## src/rtl/sram_like_arbiter.sv

```systemverilog
// sram_like_arbiter: shares one SRAM-like slave port between inst and data masters, routing in-order responses via an owner FIFO.
module sram_like_arbiter #(
  parameter int DEPTH = 4,
  parameter int STARVE_LIMIT = 8
) (
  input  logic                      clk,
  input  logic                      resetn,
  input  logic                      inst_req,
  input  logic                      inst_wr,
  input  logic [1:0]                inst_size,
  input  logic [3:0]                inst_wstrb,
  input  logic [31:0]               inst_addr,
  input  logic [31:0]               inst_wdata,
  output logic                      inst_addr_ok,
  output logic                      inst_data_ok,
  output logic [31:0]               inst_rdata,
  input  logic                      data_req,
  input  logic                      data_wr,
  input  logic [1:0]                data_size,
  input  logic [3:0]                data_wstrb,
  input  logic [31:0]               data_addr,
  input  logic [31:0]               data_wdata,
  output logic                      data_addr_ok,
  output logic                      data_data_ok,
  output logic [31:0]               data_rdata,
  output logic                      s_req,
  output logic                      s_wr,
  output logic [1:0]                s_size,
  output logic [3:0]                s_wstrb,
  output logic [31:0]               s_addr,
  output logic [31:0]               s_wdata,
  input  logic                      s_addr_ok,
  input  logic                      s_data_ok,
  input  logic [31:0]               s_rdata,
  output logic [$clog2(DEPTH):0]    outstanding,
  output logic                      resp_err
);
  localparam int AW = $clog2(DEPTH);
  localparam int SW = $clog2(STARVE_LIMIT + 1);
  typedef enum logic {IDLE, LOCKED} state_t;
  state_t state, next_state;
  logic [DEPTH-1:0] owner_q;
  logic [AW-1:0] wr_ptr, rd_ptr;
  logic [AW:0] count;
  logic [SW-1:0] starve, starve_nxt;
  logic ready, lock_owner, win, gnt, full, empty, hs, pop, head;
  always_comb begin
    win = (inst_req && (starve == SW'(STARVE_LIMIT) || !data_req)) ? 1'b0 : 1'b1;
    gnt = (state == LOCKED) ? lock_owner : win;
    full = count == (AW+1)'(DEPTH);
    empty = count == '0;
    s_req = ready && !full && (gnt ? data_req : inst_req);
    hs = s_req && s_addr_ok;
    pop = s_data_ok && !empty;
    head = owner_q[rd_ptr];
    next_state = (state == IDLE) ? ((s_req && !s_addr_ok) ? LOCKED : IDLE) : (hs ? IDLE : LOCKED);
    starve_nxt = (!inst_req || (hs && !gnt)) ? '0 :
                 (gnt && starve != SW'(STARVE_LIMIT)) ? starve + SW'(1) : starve;
  end
  // Fields are gated by ready so every output reads 0 while held in reset.
  assign s_wr         = ready && (gnt ? data_wr : inst_wr);
  assign s_size       = ready ? (gnt ? data_size : inst_size) : '0;
  assign s_wstrb      = ready ? (gnt ? data_wstrb : inst_wstrb) : '0;
  assign s_addr       = ready ? (gnt ? data_addr : inst_addr) : '0;
  assign s_wdata      = ready ? (gnt ? data_wdata : inst_wdata) : '0;
  assign inst_addr_ok = hs && !gnt;
  assign data_addr_ok = hs && gnt;
  assign inst_data_ok = pop && !head;
  assign data_data_ok = pop && head;
  assign inst_rdata   = inst_data_ok ? s_rdata : '0;
  assign data_rdata   = data_data_ok ? s_rdata : '0;
  assign outstanding  = count;
  always_ff @(posedge clk or negedge resetn) begin
    if (!resetn) begin
      state      <= IDLE;
      lock_owner <= 1'b0;
      ready      <= 1'b0;
      owner_q    <= '0;
      wr_ptr     <= '0;
      rd_ptr     <= '0;
      count      <= '0;
      starve     <= '0;
      resp_err   <= 1'b0;
    end else begin
      state  <= next_state;
      ready  <= 1'b1;
      starve <= starve_nxt;
      count  <= count + (AW+1)'(hs) - (AW+1)'(pop);
      if (state == IDLE && s_req && !s_addr_ok) lock_owner <= gnt;
      if (hs) begin
        owner_q[wr_ptr] <= gnt;
        wr_ptr <= wr_ptr + AW'(1);
      end
      if (pop) rd_ptr <= rd_ptr + AW'(1);
      if (s_data_ok && empty) resp_err <= 1'b1;
    end
  end
endmodule

```

## config.mk

```make
export PLATFORM = sky130hd
export DESIGN_NAME = sram_like_arbiter
export DESIGN_NICKNAME = d
export VERILOG_FILES = /design/src/rtl/sram_like_arbiter.sv
export SDC_FILE = /design/constraint.sdc
export NUM_CORES = 1
export LEC_CHECK = 0
export ABC_CLOCK_PERIOD_IN_PS = 2600
export BUFFER_PORTS_ARGS = -buffer_cell sky130_fd_sc_hd__buf_4
export CAP_MARGIN = 40
export CELL_PAD_IN_SITES_DETAIL_PLACEMENT = 0
export CELL_PAD_IN_SITES_GLOBAL_PLACEMENT = 2
export CORE_ASPECT_RATIO = 1.25
export CORE_UTILIZATION = 17
export DETAILED_ROUTE_END_ITERATION = 6
export PLACE_DENSITY_LB_ADDON = 0.1
export SLEW_MARGIN = 10
export SYNTH_ARGS = -nofsm -noshare
export SYNTH_HDL_FRONTEND = slang
export SYNTH_SLANG_ARGS = --single-unit
```

## constraint.sdc

```tcl
create_clock -name clk -period 2.6 [get_ports clk]
set_input_delay 0.13 -clock clk [delete_from_list [all_inputs] [get_ports clk]]
set_output_delay 0.13 -clock clk [all_outputs]
set_load 0.05 [all_outputs]
```

# After elaboration in Yosys (flattened, before gate mapping)
# Index checks and enable logic that the tools add are counted.
# W data, S select, Z words.
totals:
  register_bits: 19
  out_inout_bits: 144
  input_bits: 180
  wordCells: 72
classes:
  eq_ne: 3
  bitwise: 1
  order_cmp: 3
  n_reduce_logical: 27
  mux: 24
  n_addsub: 5
op_table:
  columns: ["operator", "n"]
  rows:
  - ["$mux W32", 6]
  - ["$logic_and A1 B1 Y1", 16]
  - ["$mux W4", 4]
  - ["$mux W1", 9]
  - ["$logic_not A1 Y1", 7]
  - ["$lt A2 B3 Y1 const B", 2]
  - ["$add A2 B1 Y2 const B", 2]
  - ["$add A4 B1 Y4 const B", 1]
  - ["$bwmux W4", 1]
  - ["$eq A4 B4 Y1 const B", 1]
  - ["$mux W2", 2]
  - ["$ne A4 B4 Y1 const B", 1]
  - ["$add A3 B1 Y3", 1]
  - ["$eq A3 B3 Y1 const B", 1]
  - ["$logic_not A3 Y1", 1]
  - ["$sub A3 B1 Y3", 1]
  - ["$bmux W1 S2", 1]
  - ["$demux W1 S2", 1]
  - ["$ge A2 B1 Y1 const B", 1]
  - ["$logic_or A1 B1 Y1", 2]
  - ["$reduce_bool A2 Y1", 1]
  - ["$not A1 Y1", 1]

# Logic depth before layout (Yosys ltp)
# Gate-level depths: netlist (run 1).
logic_depth:
  depth_word: 11
  mapped_depth: 8
  depth_no_buf: 8

# Worst setup path before layout (run 1)
# OpenSTA, ideal clock, no wires.
synth_timing:
  kind: "register -> output"
  from: "register starve[0]"
  to: "output s_wdata[31]"
  n_path_buf: 0
  t_required_ns: 2.470
  path_slack_ns: 0.090
  arrival_ns: 2.380
  path_stages_with_launch: 7
  cell_sequence: "dfrtp_1 inv_1 ha_1 nand3b_4 a21oi_4 o21ai_0 a21boi_0"
synth_via:
  elab_chain_cells: 7
synth_rtl:
  columns: ["item", "line_no", "rtl"]
  rows:
  - ["start: declaration", "45", "logic [SW-1:0] starve, starve_nxt;"]
  - ["start signal: assignment", "87", "starve <= starve_nxt;"]
  - ["$eq A4 B4 Y1", "48", "win = (inst_req && (starve == SW'(STARVE_LIMIT) || !data_req)) ? 1'b0 : 1'b1;"]
  - ["$logic_or A1 B1 Y1", "48", null]
  - ["$logic_and A1 B1 Y1", "48", null]
  - ["$mux W1", "48", null]
  - ["$mux W1", "49", "gnt = (state == LOCKED) ? lock_owner : win;"]
  - ["$mux W32 (2 in a row)", "65", "assign s_wdata = ready ? (gnt ? data_wdata : inst_wdata) : '0;"]
  - ["end: declaration", "31", "output logic [31:0] s_wdata,"]
# Every way passes these cells.

# Worst setup path in the final report (run 1)
layout_timing:
  from: "register lock_owner"
  to: "output s_wstrb[1]"
layout_via:
  elab_chain_cells: 3
layout_rtl:
  columns: ["item", "line_no", "rtl"]
  rows:
  - ["start: declaration", "46", "logic ready, lock_owner, win, gnt, full, empty, hs, pop, head;"]
  - ["start signal: assignment", "89", "if (state == IDLE && s_req && !s_addr_ok) lock_owner <= gnt;"]
  - ["$mux W1", "49", null]
  - ["$mux W4 (2 in a row)", "63", "assign s_wstrb = ready ? (gnt ? data_wstrb : inst_wstrb) : '0;"]
  - ["end: declaration", "29", "output logic [3:0] s_wstrb,"]
# Every way passes these cells.

==> results, run 1 <==
- After detailed placement, the total cell area comes to between 5000 and 6000 µm².
- Summed over all layers, the routed wires come to roughly 17 mm.
- For this design the ratio of total power to cell area is ~1200 nW/µm².
- The largest fanout on the critical path is between 70 and 80.
- The initial antenna violation count was 1.
- After detailed routing, the number of remaining DRC violations is 56.
- The width of the die is 124.8 µm.
- In this run the core area contains 55 standard-cell rows.
- The top cell type's share of synthesized area is between 10% and 20%.
- Across the run, the number of max-cap violations was 0.
- The clock net in this run drives a total of 19 sinks.
- The floorplan step defined a die boundary enclosing around 19000 µm².
- The cell count after synthesis came out at 430.
- around 320 I/O pins were placed.
- The area of the core is between 15000 and 20000 µm².
- Adding up every negative setup slack in the final design gives 0 ns.
- Global routing consumed, over all layers together, approximately 16% of the routing resources.
- Detailed routing inserted a total of about 4300 vias.
- Cells fill around 32% of the core in the end.
- The half-perimeter wire length of the detailed placement result is between 10 and 15 mm.
- The required time of the worst setup path is 2.47 ns.
- Setup repair after global routing left no endpoint under its margin.
- The worst setup path is of the register to primary output kind.
- The flow ran to the end, but the final reports show violations.
- The clock-pin transition on the worst setup and hold timing paths is roughly 0.060 ns.
- The number of global-route vias before repair is just over 4000.
- After the last flow step, the layout net total stands at 910.
- The count of nets left with antenna violations once routing finished came out at 0.
- The clock skew is approximately 0.0017 ns.
- The synthesis-stage register bit count is 19.
- The primary flip-flop cell chosen by synthesis mapping is sky130_fd_sc_hd__dfrtp_1.
- Sequential elements use between 10% and 20% of the synthesized area.
- Across the VDD grid, the largest voltage drop is a little over 0.4 mV.
- With fillers left out, the area of the finished cells amounts to 5867 µm².
- Routability-driven placement finished with a final weighted congestion of 0.7854.
- In the layout the commonest cells are sky130_fd_sc_hd__buf_4, sky130_fd_sc_hd__nand3_1, sky130_fd_sc_hd__a21boi_1.
- The cell repeated most along the worst path is sky130_fd_sc_hd__buf_4.
- The critical path arrival is 2.20 ns.
- Sorting the synthesized cells by area gives the leading types as sky130_fd_sc_hd__a21boi_1, sky130_fd_sc_hd__dfrtp_1, sky130_fd_sc_hd__nand3_1.
- Traced cell by cell, the critical path runs through nand2b_2 > buf_4 > nand3_1 > a21boi_1 > buf_4.
- At the later pin of the worst-skew pair, clock insertion delay measures about 0.25 ns.
- Summing every instance area after synthesis gives about 3200 µm².
- The final routed wire length divided by cell count is approximately 17 µm.
- At the pin with the least slew margin, the transition time is about 0.87 ns.
- The DRC marker count from the first detailed-route iteration is around 280.
- The number of nets handed over by synthesis was 618.
- In this run the critical register-to-register path is launched from outstanding[2].
- The die outline height is 155.5 µm.
- The library cell used most frequently in the layout, excluding fill and tap cells, is sky130_fd_sc_hd__buf_4.
- The worst pin sits at a relative slew slack of around 42%.
- Clock tree synthesis inserted a total of 3 buffers.
- Using the TritonRoute via totals, the vias-per-cell ratio works out to around 4.5.
- The capture point of the worst reg-to-reg path is outstanding[2].
- The total congestion overflow after global routing is 0.
- The startpoint kind of the worst setup timing path is a register.
- In this run, synthesis inferred 0 flip-flops with an integrated enable.
- Measured in cells, the most critical reg-to-reg path has a length of 8.
- The mean area per synthesized cell is around 7.4 µm².
- The wire length of the first global-routing pass is 24.35 mm.
- The most critical setup path has its startpoint at lock_owner.
- The number of distinct library cells after synthesis is 53.
- sky130_fd_sc_hd__a21boi_1 takes more of the synthesized area than any other cell.
- The worst-case clock buffer depth is 2.
- The number of endpoints failing setup at the final stage is 0.
- For this run, the slowest stage of the critical path takes 0.68 ns.
- The root buffer cell is sky130_fd_sc_hd__clkbuf_16.
- Of the available clock period, the critical path in the final layout requires 89.57%.
- The most critical setup path has its endpoint at s_wstrb[1].
- The worst setup path is captured at a primary output.
- Timing would allow up to roughly 0.43 GHz.
- The maximum number of pins on one net before global-route repair is 75.
- In this run the static leakage power is 2.905 nW.
- In this run the register-to-register setup slack is approximately 0.33 ns.
- Once the floorplan was initialized, standard cells occupied between 10% and 20% of the core.
- The number of pins with negative max-slew slack in the final report is 0.
- For this run, the detailed router's first-pass iteration total came to 6.
- The tightest hold path in the finished design has a slack of 0.09520 ns.
- The type of the worst min-delay path is input port to register.
- The final reports fail on DRC.
- Cells with a size suffix above 1 make up approximately 55% of the layout.
- The count of buffers inserted at the top-level ports is between 300 and 400.
- The number of endpoints with negative hold slack in the final report came to 0.
- In the synthesized netlist the async set-or-reset flop fraction comes to 100.0%.
- The standard cell with the maximum stage delay on the critical path is sky130_fd_sc_hd__buf_4.
- The Yosys step of the flow raised 0 warnings.
- In this run the number of H-tree levels came out at 1.
- The area growth from synthesis to layout is 83.16%.
- For the finished layout, the period the worst path requires is 2.329 ns.
- TritonCTS built the clock tree.
-- what timing repair did --
item	in CTS	in global routing
gates resized for setup	0	1
endpoints found under the hold margin	19	0
hold buffers	1	0
setup endpoints to repair	0	5
buffers inserted	0	0
-- final cells by class --
cell class | count | area [µm²]
repair buffers | 334 | 2572
flip-flops and latches | 19 | 476.7
inverters | 11 | 41.29
multi-input cells | 353 | 2409
clock inverters | 1 | 5.005
fillers | 1962 | 12440
diodes | 1 | 2.502
well taps | 228 | 285.3
clock buffers | 3 | 75.07
-- cells in the mapped netlist (2+ instances only) --
| cell type | count |
|---|---|
| sky130_fd_sc_hd__nand3_1 | 72 |
| sky130_fd_sc_hd__a21boi_1 | 70 |
| sky130_fd_sc_hd__o21ai_0 | 65 |
| sky130_fd_sc_hd__and2_1 | 34 |
| sky130_fd_sc_hd__and2_4 | 29 |
| sky130_fd_sc_hd__dfrtp_1 | 19 |
| sky130_fd_sc_hd__clkbuf_1 | 16 |
| sky130_fd_sc_hd__buf_6 | 13 |
| sky130_fd_sc_hd__buf_2 | 11 |
| sky130_fd_sc_hd__inv_1 | 11 |
| sky130_fd_sc_hd__ha_1 | 7 |
| sky130_fd_sc_hd__nand2_1 | 7 |
| sky130_fd_sc_hd__o21ai_1 | 7 |
| sky130_fd_sc_hd__buf_1 | 5 |
| sky130_fd_sc_hd__xnor2_1 | 5 |
| sky130_fd_sc_hd__mux2_2 | 4 |
| sky130_fd_sc_hd__nor2_1 | 4 |
| sky130_fd_sc_hd__nor4_1 | 4 |
| sky130_fd_sc_hd__a21o_1 | 3 |
| sky130_fd_sc_hd__and2_2 | 3 |
| sky130_fd_sc_hd__nand2b_1 | 3 |
| sky130_fd_sc_hd__a21boi_0 | 2 |
| sky130_fd_sc_hd__buf_4 | 2 |
| sky130_fd_sc_hd__nor2b_1 | 2 |
| sky130_fd_sc_hd__nor3_1 | 2 |
| sky130_fd_sc_hd__o2bb2ai_1 | 2 |
| sky130_fd_sc_hd__or2_2 | 2 |
-- sequential cells by signal (all words and copies together) (netlist names), named ones only --
| name | count |
|---|---|
| wr_ptr | 2 |
| rd_ptr | 2 |
| outstanding | 3 |
| starve | 4 |
| lock_owner | 1 |
| resp_err | 1 |
| ready | 1 |
| owner_q | 4 |
-- routing by layer --
layer	track usage [%]	wire length, µm	up-vias
met1	17.32	5951	1972
met2	31.49	8974	179
met4	3.175	270	0
met3	3.061	1364	14
met5	0	0	-
li1	-	-	2093
-- power by group --
| part | total [mW] | internal [mW] | switching, mW |
|---|---|---|---|
| combinational | 6.04 | 1.97 | 4.07 |
| sequential | 0.567 | 0.428 | 0.139 |
| clock | 0.321 | 0.206 | 0.115 |
| total | 6.93 | 2.61 | 4.32 |
-- metrics by stage --
step | cells | total power, mW | setup slack, ns
after floorplan | 430 | 4.896 | 0.08975
after global placement | 944 | 6.656 | 0.4116
after detailed placement | 944 | 6.661 | 0.3285
after CTS | 949 | 6.998 | 0.1127
after global routing | 950 | 7.320 | 0.1039
final | 950 | 6.930 | 0.2712
-- critical path: cells and delay by family, from the launching register on --
| family | cells | cell delay, ns |
|---|---|---|
| AOI/OAI and AO/OA | 1 | 0.25 |
| buffers and inverters | 2 | 0.93 |
| DFF | 1 | 0.42 |
| and+or+nand+nor | 2 | 0.33 |
-- logic make-up after synthesis --
group           after synthesis  synth area share [%]
flops                        19                 14.84
mux                           6                 2.578
xor+xnor                      6                 1.641
buf+inv                      58                 10.51
other cells                   1                0.1171
compound gates              162                 33.59
fa+ha+maj                     8                 3.359
simple gates                170                 33.36
-- worst min path at each step --
stage | startpoint | slack, ns | cells past startpoint | to
after global placement | resetn | 0.03 | 1 | rd_ptr[1]
final | s_data_ok | 0.1 | 2 | resp_err
after global routing | s_data_ok | 0.10 | 2 | resp_err
after detailed placement | resetn | 0.03 | 1 | rd_ptr[0]
after floorplan | resetn | -0.17 | 0 | asynchronous set/reset pin
after CTS | s_data_ok | 0.1 | 2 | resp_err
Note: power is estimated with default switching activity, not from simulation.
==> inputs of run 2 (changes only) <==
==> constraint.sdc (replaced) <==
create_clock -name clk -period 2.6 [get_ports clk]
set_input_delay 0.13 -clock clk [delete_from_list [all_inputs] [get_ports clk]]
set_output_delay 0.13 -clock clk [all_outputs]
set_load 0.1 [all_outputs]
==> run 2 against run 1 <==
Final cell count is 0.32% higher. Worst setup slack got worse by 0.11 ns. Maximum frequency fell by 4.6%. Register-to-register slack improved by 0.13 ns. Cell area grew 4.7%. The run still ends with DRC left.
==> results, run 2 (synthesis results as in run 1) <==
- The required time of the worst setup path is 2.47 ns (about the same).
- The minimum clock period is 2.442 ns (+0.1135 ns).
- The area occupied by registers is 480.5 µm² (+0.79%).
- The half-perimeter wire length of the detailed placement result is 13.17 mm (+3.1%).
- The number of vias per cell is 4.552 (+1.6%).
- The die footprint is 19400 µm² (unchanged).
- The net count reported at finish is 911 (+0.11%).
- The initial standard-cell utilization of the core is 17.50% (unchanged).
- The wire length of the first global-routing pass is 25.23 mm (+3.6%).
- The number of clock sinks is 19 (unchanged).
- The worst-case clock buffer depth was 2 (unchanged).
- STA classifies the critical path endpoint as a primary output.
- The setup TNS is 0 ns (unchanged).
- Setup repair after global routing left no endpoint under its margin.
- The ratio of final minimum period to clock period is 93.94% (+4.4 points).
- The number of maximum-capacitance constraint violations is 0 (unchanged).
- The path depth of the worst reg2reg path is 7 (-1).
- The transition at the pin with the smallest max-transition slack was 0.8538 ns (-0.01540 ns).
- STA classifies the critical path startpoint as a register.
- The number of endpoints failing setup at the final stage is 0 (unchanged).
- The fraction of layout instances using a drive strength above 1 is 64.82% (+10 points).
- The type of the worst min-delay path is input port to register.
- The final antenna-violating net count is 0 (unchanged).
- Tracing the worst setup path back leads to its startpoint at starve[0].
- The final routed wire length divided by cell count is 18.05 µm (+3.5%).
- The clock-pin transition on the worst setup and hold timing paths came to 0.06 ns (about the same).
- The final weighted congestion in routability-driven placement is 0.7607 (-3.1%).
- The total DRC errors in the routed layout is 112 (+100%).
- The checks that failed: DRC.
- The via count of the routed design is 4338 (+1.9%).
- The relative max-transition margin is 43.08% (+1.0 points).
- The met1 track demand over resource is 18.37% (+1.0 points).
- The count of buffers inserted at the top-level ports is 323 (unchanged).
- The run finished, with violations left.
- The critical path ends at s_addr[14].
- The initial antenna violation count is 2 (+1).
- The setup path with the least slack is of type register to primary output.
- The maximum level of the CTS H-tree is 1 (unchanged).
- The final wirelength was 17.20 mm (+3.9%).
- The met2 global-route usage is 31.78% (+0.29 points).
- The overall global routing resource usage came to 16.71% (+0.82 points).
- The number of standard-cell rows in the floorplan is 55 (unchanged).
- The total congestion overflow after global routing is 0 (unchanged).
- The number of buffers added for setup after CTS is 0 (unchanged).
- The TritonCTS clock tree is yes.
- The critical path arrival is 2.31 ns (+0.11 ns).
- The die outline height came to 155.5 µm (unchanged).
- The upper clock frequency limit is 0.4094 GHz (-4.6%).
- The top cell types in the final layout, fill and taps aside, are sky130_fd_sc_hd__buf_4, sky130_fd_sc_hd__nand3_1, sky130_fd_sc_hd__a21boi_2.
- The number of endpoints with negative hold slack in the final report is 0 (unchanged).
- The number of pins with negative max-slew slack in the final report came to 0 (unchanged).
- The number of global-route vias before repair was 4165 (+1.5%).
- The root buffer cell is sky130_fd_sc_hd__clkbuf_16.
- The largest fanout on the critical path was 73 (-1.4%).
- The fill cell total of the finished layout is 1949 (-0.66%).
- The area of the core came to 18310 µm² (unchanged).
- The first-pass iteration count of the detailed router is 6 (unchanged).
- The capture point of the worst reg-to-reg path is outstanding[2].
- The width of the die is 124.8 µm (unchanged).
- After global routing, the most crowded layer is met2.
- The DRC marker count from the first detailed-route iteration came to 256 (-7.6%).
- The clock latency on the worst-skew pair is 0.25 ns (about the same).
- The maximum number of pins on one net before global-route repair came to 75 (unchanged).
- The clock skew came to 0.002529 ns (+0.0008767 ns).
- The met3 layer usage reported by global route is 3.783% (+0.72 points).
- The top-level port count was 324 (unchanged).
- The area of the multi-input gates came to 2680 µm² (+11%).
- The most common cell after layout, fill and taps aside is sky130_fd_sc_hd__buf_4.
- Compared with the post-synthesis result, the final layout area differs by 91.72%.
- The number of CTS-inserted buffers is 3 (unchanged).
- The setup slack on the worst flop-to-flop path is 0.46 ns (+0.13 ns).
-- run 2: changes by cell type in the layout (fill, tap and decap cells not counted) --
cell | previous run | this run
sky130_fd_sc_hd__a21boi_2 | 0 | 71
sky130_fd_sc_hd__a21boi_1 | 70 | 0
sky130_fd_sc_hd__dfrtp_1 | 18 | 15
sky130_fd_sc_hd__dfrtp_2 | 1 | 4
sky130_fd_sc_hd__buf_4 | 328 | 330
sky130_fd_sc_hd__diode_2 | 1 | 3
sky130_fd_sc_hd__a21boi_0 | 2 | 1
sky130_fd_sc_hd__a21o_2 | 0 | 1
sky130_fd_sc_hd__a21o_4 | 1 | 0
sky130_fd_sc_hd__buf_12 | 5 | 4
sky130_fd_sc_hd__clkbuf_1 | 0 | 1
sky130_fd_sc_hd__clkinv_2 | 1 | 0
sky130_fd_sc_hd__nor3_1 | 2 | 1
sky130_fd_sc_hd__nor3_4 | 1 | 2
-- run 2: routing by layer --
layer	part of all wire, %	vias up
li1	-	2102
met1	35	2042
met2	54	178
met3	8.5	16
met4	2.2	0
met5	0	-
-- run 2: worst min path at each step --
stage	from	to	slack [ns]	cells after the start
3_3_place_gp	resetn	wr_ptr[0]	0.03	1
4_1_cts	s_data_ok	resp_err	0.08	2
2_1_floorplan	resetn	asynchronous set/reset pin	-0.17	0
5_1_grt	s_data_ok	resp_err	0.09	2
3_5_place_dp	resetn	wr_ptr[0]	0.02	1
6_report	s_data_ok	resp_err	0.09	2
-- run 2: what timing repair did --
action / CTS / global route
hold buffers: 1 / 0
hold endpoints to repair: 19 / 0
gates resized for setup: 0 / 0
-- run 2: worst max-delay path, cell delays in order (launching register included) --
cell and delay (ns):
sky130_fd_sc_hd__dfrtp_1 0.40, sky130_fd_sc_hd__inv_1 0.09, sky130_fd_sc_hd__ha_1 0.23, sky130_fd_sc_hd__nand3b_4 0.13
sky130_fd_sc_hd__a21o_2 0.16, sky130_fd_sc_hd__buf_12 0.31, sky130_fd_sc_hd__nand3_1 0.17, sky130_fd_sc_hd__a21boi_2 0.20
sky130_fd_sc_hd__buf_4 0.31
-- run 2: area by class of cell --
class	instances	area share [%]
clock buffers	4	1.284
inverters	11	0.6724
diodes	3	0.1222
multi-input cells	353	43.64
well taps	228	4.645
flip-flops and latches	19	7.824
repair buffers	335	41.81
-- run 2: through the flow --
stage	instances	util [%]	hold slack, ns	worst slack [ns]	instance area [µm²]
after global placement	945	33.02	0.02616	0.4636	6045
after detailed placement	945	33.02	0.02478	0.4375	6045
after CTS	950	33.51	0.08481	0.1631	6133
after floorplan	430	-	-0.1656	0.07702	3485
final	953	33.55	0.08905	0.1577	6141
after global routing	952	33.53	0.08985	0.02016	6138
Power of run 2 is not shown: default switching activity piles up to over one toggle a cycle in this logic, so the estimate is an artifact.
